File: src/rtl/counter_seq_ctrl_if.sv
// Job command channel between the requester logic and counter_seq_ctrl.
// The requester drives the job fields and CMD_VALID; the controller returns CMD_READY.
interface counter_seq_ctrl_if #(
  parameter int unsigned WRAP_W = 4
);
  logic              CMD_VALID;
  logic              CMD_READY;
  logic [1:0]        CMD_MODO;
  logic [3:0]        CMD_D;
  logic [WRAP_W-1:0] CMD_WRAPS;

  modport master (
    output CMD_VALID,
    output CMD_MODO,
    output CMD_D,
    output CMD_WRAPS,
    input  CMD_READY
  );

  modport slave (
    input  CMD_VALID,
    input  CMD_MODO,
    input  CMD_D,
    input  CMD_WRAPS,
    output CMD_READY
  );
endinterface

File: src/rtl/counter_seq_ctrl.sv
// Sequencer for a 4-bit multi-mode counter.
// Accepts a job, preloads the counter, checks the load, runs the counter
// until the requested number of wrap-arounds, then pulses DONE (or ERR).
module counter_seq_ctrl #(
  parameter int unsigned WRAP_W = 4
) (
  input  logic              clk,
  input  logic              RESET,
  counter_seq_ctrl_if.slave cmd,
  input  logic              ABORT,
  input  logic [3:0]        CNT_Q,
  input  logic              CNT_LOAD,
  output logic              CNT_ENABLE,
  output logic [1:0]        CNT_MODO,
  output logic [3:0]        CNT_D,
  output logic              BUSY,
  output logic              DONE,
  output logic              ERR,
  output logic [WRAP_W-1:0] WRAP_CNT
);

  typedef enum logic [2:0] {
    S_IDLE  = 3'd0,
    S_LOAD  = 3'd1,
    S_CHECK = 3'd2,
    S_RUN   = 3'd3,
    S_DONE  = 3'd4
  } state_t;

  state_t            state;
  state_t            state_nxt;
  logic [1:0]        mode_reg;
  logic [3:0]        d_reg;
  logic [WRAP_W-1:0] wraps_reg;
  logic [WRAP_W-1:0] wrap_cnt;
  logic [WRAP_W-1:0] wrap_inc;
  logic              err_q;
  logic              accept;
  logic              load_ok;
  logic              wrap_hit;
  logic              last_wrap;

  assign cmd.CMD_READY = (state == S_IDLE) && !RESET;
  assign accept        = cmd.CMD_VALID && cmd.CMD_READY;
  assign load_ok       = CNT_LOAD && (CNT_Q == d_reg);
  assign wrap_inc      = wrap_cnt + WRAP_W'(1);
  assign last_wrap     = wrap_hit && (wrap_inc == wraps_reg);

  assign ERR      = err_q;
  assign WRAP_CNT = wrap_cnt;

  // Terminal-count detect for the mode being run
  always_comb begin
    wrap_hit = 1'b0;
    unique case (mode_reg)
      2'b00:   wrap_hit = (CNT_Q == 4'hF);
      2'b01:   wrap_hit = (CNT_Q == 4'h0);
      2'b10:   wrap_hit = (CNT_Q <= 4'h2);
      default: wrap_hit = 1'b0;
    endcase
  end

  // State register
  always_ff @(posedge clk) begin
    if (RESET) state <= S_IDLE;
    else       state <= state_nxt;
  end

  // Next-state logic and state-decoded counter controls
  always_comb begin
    state_nxt  = state;
    CNT_ENABLE = 1'b0;
    CNT_MODO   = 2'b00;
    CNT_D      = '0;
    BUSY       = (state != S_IDLE);
    DONE       = 1'b0;
    case (state)
      S_IDLE: begin
        if (accept) state_nxt = S_LOAD;
      end
      S_LOAD: begin
        CNT_ENABLE = 1'b1;
        CNT_MODO   = 2'b11;
        CNT_D      = d_reg;
        state_nxt  = ABORT ? S_IDLE : S_CHECK;
      end
      S_CHECK: begin
        CNT_ENABLE = 1'b1;
        CNT_MODO   = 2'b11;
        CNT_D      = d_reg;
        if (ABORT)                                     state_nxt = S_IDLE;
        else if (!load_ok)                             state_nxt = S_IDLE;
        else if (mode_reg == 2'b11 || wraps_reg == '0) state_nxt = S_DONE;
        else                                           state_nxt = S_RUN;
      end
      S_RUN: begin
        CNT_ENABLE = 1'b1;
        CNT_MODO   = mode_reg;
        if (ABORT)          state_nxt = S_IDLE;
        else if (last_wrap) state_nxt = S_DONE;
      end
      S_DONE: begin
        DONE      = 1'b1;
        state_nxt = S_IDLE;
      end
      default: state_nxt = S_IDLE;
    endcase
  end

  // Job fields, wrap counter and the ERR pulse
  // ERR is registered so it appears in the first IDLE cycle after a failed check,
  // keeping CNT_LOAD/CNT_Q off any combinational path to the outputs.
  always_ff @(posedge clk) begin
    if (RESET) begin
      mode_reg  <= '0;
      d_reg     <= '0;
      wraps_reg <= '0;
      wrap_cnt  <= '0;
      err_q     <= 1'b0;
    end else begin
      err_q <= (state == S_CHECK) && !ABORT && !load_ok;
      if (accept) begin
        mode_reg  <= cmd.CMD_MODO;
        d_reg     <= cmd.CMD_D;
        wraps_reg <= cmd.CMD_WRAPS;
        wrap_cnt  <= '0;
      end else if ((state == S_RUN) && !ABORT && wrap_hit && (wrap_cnt != wraps_reg)) begin
        wrap_cnt <= wrap_inc;
      end
    end
  end

endmodule
File: src/flat_wrapper.sv
// flat-port wrapper written by rule: the top's interface ports become plain ports
module counter_seq_ctrl_flat 
#(
  parameter int unsigned WRAP_W = 4
)
  (clk, RESET, ABORT, CNT_Q, CNT_LOAD, CNT_ENABLE, CNT_MODO, CNT_D, BUSY, DONE, ERR, WRAP_CNT, cmd_CMD_VALID, cmd_CMD_MODO, cmd_CMD_D, cmd_CMD_WRAPS, cmd_CMD_READY);
  counter_seq_ctrl_if #(.WRAP_W(WRAP_W)) cmd_i ();
  input  logic clk;
  input  logic RESET;
  input  logic ABORT;
  input  logic [3:0] CNT_Q;
  input  logic CNT_LOAD;
  output logic CNT_ENABLE;
  output logic [1:0] CNT_MODO;
  output logic [3:0] CNT_D;
  output logic BUSY;
  output logic DONE;
  output logic ERR;
  output logic [WRAP_W-1:0] WRAP_CNT;
  input wire logic [$bits(cmd_i.CMD_VALID)-1:0] cmd_CMD_VALID;
  input wire logic [$bits(cmd_i.CMD_MODO)-1:0] cmd_CMD_MODO;
  input wire logic [$bits(cmd_i.CMD_D)-1:0] cmd_CMD_D;
  input wire logic [$bits(cmd_i.CMD_WRAPS)-1:0] cmd_CMD_WRAPS;
  output wire logic [$bits(cmd_i.CMD_READY)-1:0] cmd_CMD_READY;
  assign cmd_i.CMD_VALID = cmd_CMD_VALID;
  assign cmd_i.CMD_MODO = cmd_CMD_MODO;
  assign cmd_i.CMD_D = cmd_CMD_D;
  assign cmd_i.CMD_WRAPS = cmd_CMD_WRAPS;
  assign cmd_CMD_READY = cmd_i.CMD_READY;
  counter_seq_ctrl #(.WRAP_W(WRAP_W)) u_core (.clk(clk), .RESET(RESET), .cmd(cmd_i), .ABORT(ABORT), .CNT_Q(CNT_Q), .CNT_LOAD(CNT_LOAD), .CNT_ENABLE(CNT_ENABLE), .CNT_MODO(CNT_MODO), .CNT_D(CNT_D), .BUSY(BUSY), .DONE(DONE), .ERR(ERR), .WRAP_CNT(WRAP_CNT));
endmodule
File: config.mk
export PLATFORM = sky130hd
export DESIGN_NAME = counter_seq_ctrl_flat
export DESIGN_NICKNAME = d
export VERILOG_FILES = /design/src/rtl/counter_seq_ctrl_if.sv /design/src/rtl/counter_seq_ctrl.sv /design/src/flat_wrapper.sv
export SDC_FILE = /design/constraint.sdc
export NUM_CORES = 1
export LEC_CHECK = 0
export BUFFER_PORTS_ARGS = -buffer_cell sky130_fd_sc_hd__buf_2
export CAP_MARGIN = 20
export CORE_UTILIZATION = 40
export CTS_BUF_LIST = sky130_fd_sc_hd__clkbuf_8
export DETAILED_ROUTE_END_ITERATION = 7
export PLACE_DENSITY = 0.65
export SETUP_SLACK_MARGIN = 0.05
export SLEW_MARGIN = 0
export SYNTH_ARGS = -nofsm -noshare
export SYNTH_HDL_FRONTEND = slang
export SYNTH_SLANG_ARGS = --single-unit
File: constraint.sdc
create_clock -name clk -period 2.4 [get_ports clk]
set_clock_uncertainty 0.2 [all_clocks]
set_input_delay 0.36 -clock clk [delete_from_list [all_inputs] [get_ports clk]]
set_output_delay 0.36 -clock clk [all_outputs]
set_load 0.02 [all_outputs]
# == Word-level counts from Yosys, hierarchy flattened ==
# Cells that the tools add are included.
# op_classes
reduce_logical,22
eq_ne,13
magnitude_cmp,1
n_mux,13
addsub,1
# ops
operator,count
3-bit 2-to-1 mux,6
3-bit one-hot mux with 4 select lines,1
1-bit logical AND,9
4-bit == test,2
4-bit zero test,2
"3-bit by 2-bit == test with 1-bit output, second input constant",2
"4-bit by 1-bit adder with 4-bit output, second input constant",1
"2-bit == test, second input constant",2
"4-bit == test, second input constant",1
"4-bit by 2-bit <= comparator with 1-bit output, second input constant",1
4-bit 2-to-1 mux,1
4-bit != test,1
2-bit one-hot mux with 2 select lines,1
2-bit OR reduction,2
"3-bit by 1-bit == test with 1-bit output, second input constant",1
"3-bit == test, second input constant",1
1-bit zero test,3
3-bit zero test,1
"3-bit by 2-bit != test with 1-bit output, second input constant",1
1-bit one-hot mux with 3 select lines,1
3-bit nonzero test,1
3-bit OR reduction,1
"2-bit by 1-bit == test with 1-bit output, second input constant",1
2-bit zero test,1
other kinds (5),6
# totals
inputBits,19
output_inout_bits,15
ff_bits,18
wordCells,56

# == Logic depth before layout (Yosys ltp) ==
# Gate-level depths: netlist of the first run.
# depth
ltp_word,6
depth_mapped,6
mapped_depth_nobuf,5

# == Worst setup path before layout of the first run ==
# No wires, ideal clock.
# synth_timing
kind,register to register
startpoint,"reg u_core.wrap_cnt[0], in the netlist u_core.WRAP_CNT[0]"
endpoint,reg u_core.state[1]
synth_period_minus_slack_ns,1.888
path_stages_with_launch,6
required_ns,2.080
setup_time_ns,0.120
arrival_time_ns,1.568
n_path_buf,0
slack_ns,0.512
cell_sequence,dfxtp_1 -> ha_1 -> xor2_1 -> nor4_2 -> a21oi_1 -> o31a_1
# synth_via
elab_chain_cells,5
# synth_rtl
item,line,rtl
from (decl),counter_seq_ctrl.sv:35,logic [WRAP_W-1:0] wrap_cnt;
from (signal assigned),counter_seq_ctrl.sv:128,wrap_cnt <= wrap_inc;
4-bit by 1-bit adder with 4-bit output,counter_seq_ctrl.sv:46,assign wrap_inc = wrap_cnt + WRAP_W'(1);
via u_core.wrap_inc[1],counter_seq_ctrl.sv:36,logic [WRAP_W-1:0] wrap_inc;
4-bit == test,counter_seq_ctrl.sv:47,assign last_wrap = wrap_hit && (wrap_inc == wraps_reg);
1-bit logical AND,counter_seq_ctrl.sv:47,
3-bit by 2-bit != test with 1-bit output (no line),--,
2-bit AND reduction (no line),--,
to (signal assigned),counter_seq_ctrl.sv:66,else state <= state_nxt;
to (decl),counter_seq_ctrl.sv:30,state_t state;
# The timed path passes the listed nets, and every way through them passes these cells.
# A chain may end at the register's enable or synchronous reset.

# == Worst setup path after layout of the first run ==
# layout_timing
startpoint,reg u_core.state[0]
endpoint,out CNT_D[1]
# layout_via
elab_chain_cells,3
elab_cells_between_ends,4
cone_classes,eq/ne: 2; mux: 1; reduce/logical: 1
# layout_rtl
item,line,rtl
3-bit by 1-bit == test with 1-bit output / 3-bit by 2-bit == test with 1-bit output (equally long branches),counter_seq_ctrl.sv:77,case (state)
2-bit OR reduction (no line) *,--,
4-bit 2-to-1 mux *,counter_seq_ctrl.sv:77,
to (decl),flat_wrapper.sv:15,output logic [3:0] CNT_D;
# Mark *: on every way between the ends. The rest lies on a longest branch, timed or not.

==> run metrics, run 1 <==
status complete, no violations; first-pass GRT wire length 3.63 mm; vias per inst 5.06; power per cell area 555 mW/mm2; Crit. End Element primary output; Root Driver clkbuf_8; DRC violations left 0; worst min path class input pin to flop; CTS tree built; vias in the first global route 832; clock latency on the worst-skew pair 260 ps; #FFs+latches synth 18; Synth Area in Compound Gates 0.133; CTS resizes 0; Cell Chain, Critical Path xnor2_1, nor2_1, and2_1, buf_2; Worst Path Required 1840 ps; P_leak 0.561 nW; I/O pin count 34; max-cap check violation count 0; DRT Pass-1 Iters 4; Num CTS Buffers 3; Setup TNS Final 0 ps; Tcrit/Tclk final 0.810; number of DRC markers in iteration 0 10; unrepaired setup endpoints after global routing no; hold_buf cts 0; r2r startpoint u_core.WRAP_CNT[0]; vias 942; slew at the pin closest to its max-slew limit 498 ps; buffers added on ports 33; Synth warnings 0; hold endpoint u_core.d_reg[1]; Synth Area in Adders 0.0119; post-synth cell types 38; Synth Net Count 142; Max Freq 0.515 GHz; mux share of post-synthesis cell area 0.00949; Simple-Gate Fraction of Synth Area 0.371; CP max FO 7; relative max-transition margin 0.663; ANT nets after route 0; Final Hold Fails 0; Post-Syn Instances 122; Worst Setup Start Kind flop; top_reg_cell synth dfxtp_1; Critical Path AT 1380 ps; combinational family with the most area after synthesis simple AND/OR/NAND/NOR gates; core area 0.00248 mm2; Die Span X 53.4 um; Post-Syn Area 0.00105 mm2; antenna violations before repair 0; maximum VDD drop 0.365 mV; routed wire length per instance 12.3 um; HP Start cmd_CMD_D[1]; placed cells 182; Core Util, Final 0.524; Post-CTS Setup Inserts 0; Post-Layout Cell Count 186; gpl congestion 0.854; Synth Area in XOR/XNOR 0.108; gr usage total 0.179; Post-synth EDFFs 0; layout cells sized above 1 0.301; Final Max Tran Viols 0; Setup violations, final 0; Synth-to-Final Area Change 23.0%; fillers 248; worst slack, placed 554 ps; Crit path max-delay family flip-flops; initial core utilization 0.426; Total Die Area 0.00285 mm2; remaining global-route overflow 0; setup ws final 457 ps; Rows 18; cell area after layout 0.00130 mm2; largest net degree at the start of global routing 23; # H-tree levels 1; worst-path cell with the longest stage delay dfxtp_1; setup slack, reg-to-reg 560 ps; Post-DP Area 0.00124 mm2; Hold Path Depth 3; Worst Hold Slack 95.8 ps; final wirelength 2.28 mm; crit-path max cell delay 500 ps; maximum root-to-sink buffer count 2; Sink Count 18; sequential element share of the synthesized area 0.342; clock slew at reported path FFs 70 ps; Worst R2R Path Depth 5; # diodes 0; Async S/R FF share, synth 0; nets 177; r2r endpoint u_core.state[1]; minimum clock period 1940 ps; Crit Path Class flop to primary output; Syn Area/Cell 8.65 um2; Tot Pwr 720 uW; Die Ht 53.4 um; CP bufs+invs 1; dpl hpwl 1.72 mm
[cell usage in the layout (no fill, tap or decap), types with 2 or more instances in the layout]
cell type / synthesis / routed
and4b_1: 2 / 2
nor2_1: 8 / 8
nand2b_1: 9 / 9
or3_1: 2 / 2
a21oi_1: 2 / 2
nor3_2: 2 / 2
nand2_1: 18 / 18
xor2_1: 5 / 5
xnor2_1: 8 / 8
o31a_1: 2 / 2
nor4b_1: 2 / 2
buf_2: 0 / 33
clkbuf_8: 0 / 4
dfxtp_1: 18 / 18
nor4_1: 2 / 2
and2_1: 5 / 5
o21a_1: 2 / 2
o21ai_1: 11 / 11
[synth_stat cells, types with 2 or more instances]
cell      instances  area share
o31a_1            2       0.017
clkbuf_1          2      0.0071
buf_4             2       0.014
and4b_1           2       0.019
or3_1             2       0.012
nor2_1            8       0.028
a21oi_1           2      0.0095
nor4_1            2       0.012
xor2_1            5       0.042
o21ai_1          11       0.052
nor4b_1           2       0.017
nand2_1          18       0.064
o21a_1            2       0.014
xnor2_1           8       0.066
nor3_2            2       0.019
nand2b_1          9       0.053
and2_1            5       0.030
dfxtp_1          18        0.34
[how the worst max path moves through the flow]
stage,startpoint,end,cells past startpoint
final,u_core.state[0],CNT_D[1],4
after detailed placement,ABORT,u_core.WRAP_CNT[1],6
after CTS,u_core.state[0],CNT_D[1],4
after floorplan,u_core.WRAP_CNT[0],u_core.state[1],5
after global placement,ABORT,u_core.WRAP_CNT[1],6
after global routing,u_core.state[0],CNT_D[3],4
[power by group]
| group | switching (mW) | internal, mW | leakage [nW] |
|---|---|---|---|
| Combinational | 0.0719 | 0.0596 | 0.385 |
| Clock | 0.106 | 0.146 | 0.0288 |
| Sequential | 0.0215 | 0.315 | 0.147 |
| Total | 0.199 | 0.520 | 0.561 |
[metal layers]
metal	wire length [um]	part of all wire	global-route usage
met5	0	0	0
met4	38	0.017	0.0921
met3	69	0.030	0.0345
met2	1060	0.46	0.283
met1	1120	0.49	0.227
[kinds of logic (layout without fill, tap and decap cells)]
family / Yosys count / count (layout)
AND/OR/NAND/NOR: 62 / 62
AO/OA/AOI/OAI: 22 / 22
flip-flops: 18 / 18
XOR/XNOR: 13 / 13
buffers and inverters: 5 / 39
adder cells (fa/ha/maj): 1 / 1
multiplexers: 1 / 1
[worst register-to-register path, delay by kind of cell, from the launching register on]
kind | cells | cell delay [ps]
AOI/OAI and AO/OA | 2 | 430
xor gates and xnor gates | 1 | 160
adders and majority gates | 1 | 290
DFF | 1 | 430
and+or+nand+nor | 1 | 210
[area by class of cell]
type / count / area [um2] / share of cell area
repair buffers: 34 / 173 / 0.133
inverters: 1 / 3.75 / 0.00289
well taps: 30 / 37.5 / 0.0289
multi-input cells: 99 / 668 / 0.515
flip-flops and latches: 18 / 360 / 0.278
clock buffers: 4 / 55.1 / 0.0424
Note: power is estimated with default switching activity, not from simulation.
==> run 2: changes to the inputs <==
Settings changed: PLACE_DENSITY 0.65 to 0.68.
Clock period 2.4 ns to 1.6 ns, I/O delays scaled along.
==> run metrics, run 2 (synthesized netlist as in run 1, its figures left out) <==
status finished with violations; failing checks negative setup slack; Crit Path Class flop to primary output; first-pass GRT wire length 4.43 mm (+22%); routed wire length per instance 15.6 um (+27%); Post-DP Area 0.00139 mm2 (+12%); Final Hold Fails 0 (unchanged); maximum VDD drop 0.503 mV (+38%); switching part of the total 0.310 (+0.0327); Post-Layout Cell Count 222 (+19%); core area 0.00248 mm2 (unchanged); minimum clock period 1700 ps; I/O pin count 34 (unchanged); sequential share of power 0.411 (-0.057); commonest non-fill, non-tap cells in the layout buf_2, buf_4, buf_6, dlygate4sd3_1, nand2b_1; final wirelength 3.46 mm (+52%); maximum root-to-sink buffer count 2 (unchanged); setup ws final -97.7 ps (-555 ps); Setup violations, final 14 (+14); Tcrit/Tclk final 1.06; cell area after layout 0.00195 mm2 (+50%); remaining global-route overflow 0 (unchanged); antenna violations before repair 0 (unchanged); Worst Path Required 1160 ps (-680 ps); gpl congestion 0.777 (-8.9%); Core Util, Final 0.786 (+0.263); DRT Pass-1 Iters 4 (unchanged); Cell Chain, Critical Path xnor2_2, nor2_2, and2_1, buf_6; Worst Setup Start Kind flop; unrepaired setup endpoints after global routing yes; dpl hpwl 1.90 mm (+11%); Rows 18 (unchanged); worst min path class input pin to flop; layout cells sized above 1 0.583 (+0.282); nets 213 (+20%); # H-tree levels 1 (unchanged); Synth-to-Final Area Change 84.7%; clock latency on the worst-skew pair 260 ps (about the same); ANT nets after route 0 (unchanged); Final Max Tran Viols 0 (unchanged); gr usage total 0.216 (+0.0371); worst-path cell with the longest stage delay dfxtp_4; vias in the first global route 1080 (+30%); Internal 850 uW (+63%); Die Span X 53.4 um (unchanged); number of DRC markers in iteration 0 16 (+6); worst slack, placed -52.9 ps (-607 ps); vias 1183 (+26%); switching power of the nets 381 uW (+91%); buffers added on ports 33 (unchanged); fraction of power consumed by the clock network 0.280 (-0.070); power per cell area 632 mW/mm2 (+14%); Root Driver clkbuf_8; P_leak 0.843 nW (+50%); DRC violations left 0 (unchanged); Die Ht 53.4 um (unchanged); relative max-transition margin 0.752 (+0.0891); Setup TNS Final -713 ps (-713 ps); slew at the pin closest to its max-slew limit 368 ps (-130 ps); Num CTS Buffers 3 (unchanged); Max Freq 0.589 GHz; CP max FO 6 (-1); placed cells 195 (+7.1%); Sink Count 18 (unchanged); initial core utilization 0.426 (unchanged); Comb pwr share 0.309 (+0.126); max-cap check violation count 0 (unchanged); Total Die Area 0.00285 mm2 (unchanged); largest net degree at the start of global routing 23 (unchanged); Crit. End Element primary output; Critical Path AT 1260 ps (-120 ps); commonest non-fill, non-tap cell in the layout buf_2; clock slew at reported path FFs 80 ps (about the same); vias per inst 5.33 (+5.2%); Worst Hold Slack 148 ps (+52.3 ps); Tot Pwr 1.23 mW (+71%); # diodes 0 (unchanged); crit-path max cell delay 380 ps (-120 ps); CTS tree built
-- run 2: worst max-delay path: cells and delay by family (launching register included) --
| family | cells | cell delay (ps) |
|---|---|---|
| and+or+nand+nor | 2 | 350 |
| DFF | 1 | 380 |
| xor gates and xnor gates | 1 | 140 |
| buffers and inverters | 1 | 120 |
-- run 2: final timing paths --
path	from	endpoint	cells after the start	slack [ps]
worst min-delay path	RESET	u_core.state[0]	3	150
worst max-delay path	u_core.state[0]	CNT_D[2]	4	-100
worst max register to register	u_core.mode_reg[0]	u_core.WRAP_CNT[1]	4	-60
worst min register to register	u_core.wraps_reg[1]	u_core.wraps_reg[1]	2	300
-- run 2: cell type report --
cell class / instances / area, um2
flip-flops and latches: 18 / 389
inverters: 1 / 3.75
clock buffers: 3 / 41.3
well taps: 30 / 37.5
clock inverters: 1 / 3.75
repair buffers: 70 / 598
fillers: 164 / 529
multi-input cells: 99 / 875
-- run 2: timing repair --
action	4_1_cts	5_1_grt
hold endpoints to repair	10	0
cloned	0	3
setup buffers	6	4
endpoints found under the setup margin	26	27
hold buffers	10	0
pin swaps	5	17
resized for setup	28	40
-- run 2: power groups by stage --
stage | Combinational, mW | Clock, mW | Sequential (mW)
2_1_floorplan | 0.141 | 0 | 0.503
3_3_place_gp | 0.225 | 0 | 0.507
3_5_place_dp | 0.231 | 0 | 0.508
4_1_cts | 0.295 | 0.335 | 0.500
5_1_grt | 0.405 | 0.363 | 0.508
6_report | 0.380 | 0.345 | 0.506
-- run 2: metal layers --
| metal | GRT usage | wire (um) | part of all wire |
|---|---|---|---|
| met1 | 0.229 | 1440 | 0.42 |
| met2 | 0.410 | 1850 | 0.53 |
| met3 | 0.0460 | 98 | 0.028 |
| met4 | 0.0746 | 72 | 0.021 |
| met5 | 0 | 0 | 0 |
==> run 3: changes to the inputs <==
Settings changed: BUFFER_PORTS_ARGS -buffer_cell sky130_fd_sc_hd__buf_2 to default, CORE_ASPECT_RATIO from default to 1.75, DONT_BUFFER_PORTS from default to 1, PLACE_DENSITY 0.68 to default.
==> run metrics, run 3 (synthesized netlist as in run 1, its figures left out) <==
status finished with violations; failing checks negative setup slack; Tot Pwr 1.15 mW (-6.9%); Post-DP Area 0.00125 mm2 (-11%); Num CTS Buffers 3 (unchanged); unrepaired setup endpoints after global routing yes; CP bufs+invs 1 (unchanged); Setup violations, final 16 (+2); maximum root-to-sink buffer count 2 (unchanged); relative max-transition margin 0.641 (-0.111); placed cells 161 (-17%); first-pass GRT wire length 4.28 mm (-3.3%); clock latency on the worst-skew pair 250 ps (about the same); crit-path max cell delay 330 ps (-50 ps); Sink Count 18 (unchanged); clock slew at reported path FFs 70 ps (about the same); ANT nets after route 0 (unchanged); gr usage total 0.210 (-0.00682); Final Max Tran Viols 0 (unchanged); # diodes 0 (unchanged); Worst Hold Slack 60.1 ps (-88.0 ps); # H-tree levels 1 (unchanged); CTS tree built; routed wire length per instance 15.3 um (-2.0%); Die Span X 40.8 um (-23%); final wirelength 2.91 mm (-16%); CP max FO 5 (-1); remaining global-route overflow 0 (unchanged); Worst Path Required 1520 ps (+360 ps); Final Hold Fails 0 (unchanged); Crit path max-delay family compound AO/OA/AOI/OAI gates; cell area after layout 0.00176 mm2 (-9.6%); DRC violations left 0 (unchanged); power per cell area 651 mW/mm2 (+3.1%); antenna violations before repair 0 (unchanged); vias in the first global route 1047 (-3.1%); DRT Pass-1 Iters 4 (unchanged); buffers added on ports 0 (-100%); nets 185 (-13%); Die Ht 69.9 um (+31%); P_leak 0.688 nW (-18%); slew at the pin closest to its max-slew limit 538 ps (+170 ps); vias 1034 (-13%); Max Freq 0.601 GHz (+2.0%); vias per inst 5.44 (+2.1%); maximum VDD drop 0.504 mV (+0.20%); Crit. End Element flop; minimum clock period 1660 ps (-33.0 ps); commonest non-fill, non-tap cell in the layout buf_4; Tcrit/Tclk final 1.04 (-0.0206); setup slack, reg-to-reg -60 ps (about the same); layout cells sized above 1 0.506 (-0.0772); Total Die Area 0.00285 mm2 (+0.28%); Setup TNS Final -430 ps (+283 ps); Worst Setup Start Kind flop; Post-Layout Cell Count 190 (-14%); number of DRC markers in iteration 0 12 (-4); Cell Chain, Critical Path buf_6, nand4bb_4, a41oi_2, o31a_4, mux2i_2, nor3_2; initial core utilization 0.423 (-0.00256); max-cap check violation count 0 (unchanged); Synth-to-Final Area Change 66.9%; largest net degree at the start of global routing 23 (unchanged); worst-path cell with the longest stage delay dfxtp_2; Critical Path AT 1590 ps (+330 ps); commonest non-fill, non-tap cells in the layout buf_4, nand2_1, buf_6, dlygate4sd3_1, nand2b_1; Crit Path Class flop to flop; Rows 24 (+6); gpl congestion 0.713 (-8.2%); dpl hpwl 1.80 mm (-5.3%); setup ws final -64.8 ps (+33.0 ps); Root Driver clkbuf_8; worst min path class input pin to flop; I/O pin count 34 (unchanged); core area 0.00249 mm2 (+0.61%)
[run 3: final timing paths]
path                   start  cells after the start            endpoint
max reg2reg  u_core.state[2]                      6  u_core.WRAP_CNT[1]
min            cmd_CMD_VALID                      3  u_core.WRAP_CNT[3]
max          u_core.state[2]                      6  u_core.WRAP_CNT[1]
min reg2reg  u_core.d_reg[1]                      2     u_core.d_reg[1]
[run 3: area by class of cell]
class	count	area (um2)
Multi-Input combinational cell	99	858
Fill cell	182	732
Timing Repair Buffer	42	434
Sequential cell	18	387
Clock buffer	3	41.3
Tap cell	26	32.5
Clock inverter	1	3.75
Inverter	1	3.75
[run 3: report_power, final]
part / total, mW / internal [mW] / switching, mW / leakage (nW)
Combinational: 0.325 / 0.181 / 0.144 / 0.508
Sequential: 0.504 / 0.469 / 0.0349 / 0.153
Clock: 0.318 / 0.170 / 0.147 / 0.0269
[run 3: what timing repair did]
action,4_1_cts,5_1_grt
pin swaps,3,7
setup buffers,6,5
hold buffers,11,0
endpoints found under the setup margin,26,26
gates cloned,0,3
hold endpoints to repair,17,0
gates resized for setup,30,29
[run 3: worst register-to-register path: stages (launching register included)]
cell	delay, ps
dfxtp_2	330
buf_6	110
nand4bb_4	200
a41oi_2	200
o31a_4	210
mux2i_2	240
nor3_2	50
[run 3: metrics by stage]
stage | setup slack (ps) | utilization
finish | -64.8 | 0.706
global placement | -17.9 | 0.500
floorplan | 12.3 | -
global route | -114 | 0.706
detailed placement | -73.7 | 0.500
CTS | -118 | 0.629
[run 3: metal layers]
| metal | global-route usage | share of wire |
|---|---|---|
| met5 | 0 | 0 |
| met4 | 0.0778 | 0.018 |
| met3 | 0.0381 | 0.042 |
| met2 | 0.359 | 0.56 |
| met1 | 0.234 | 0.38 |
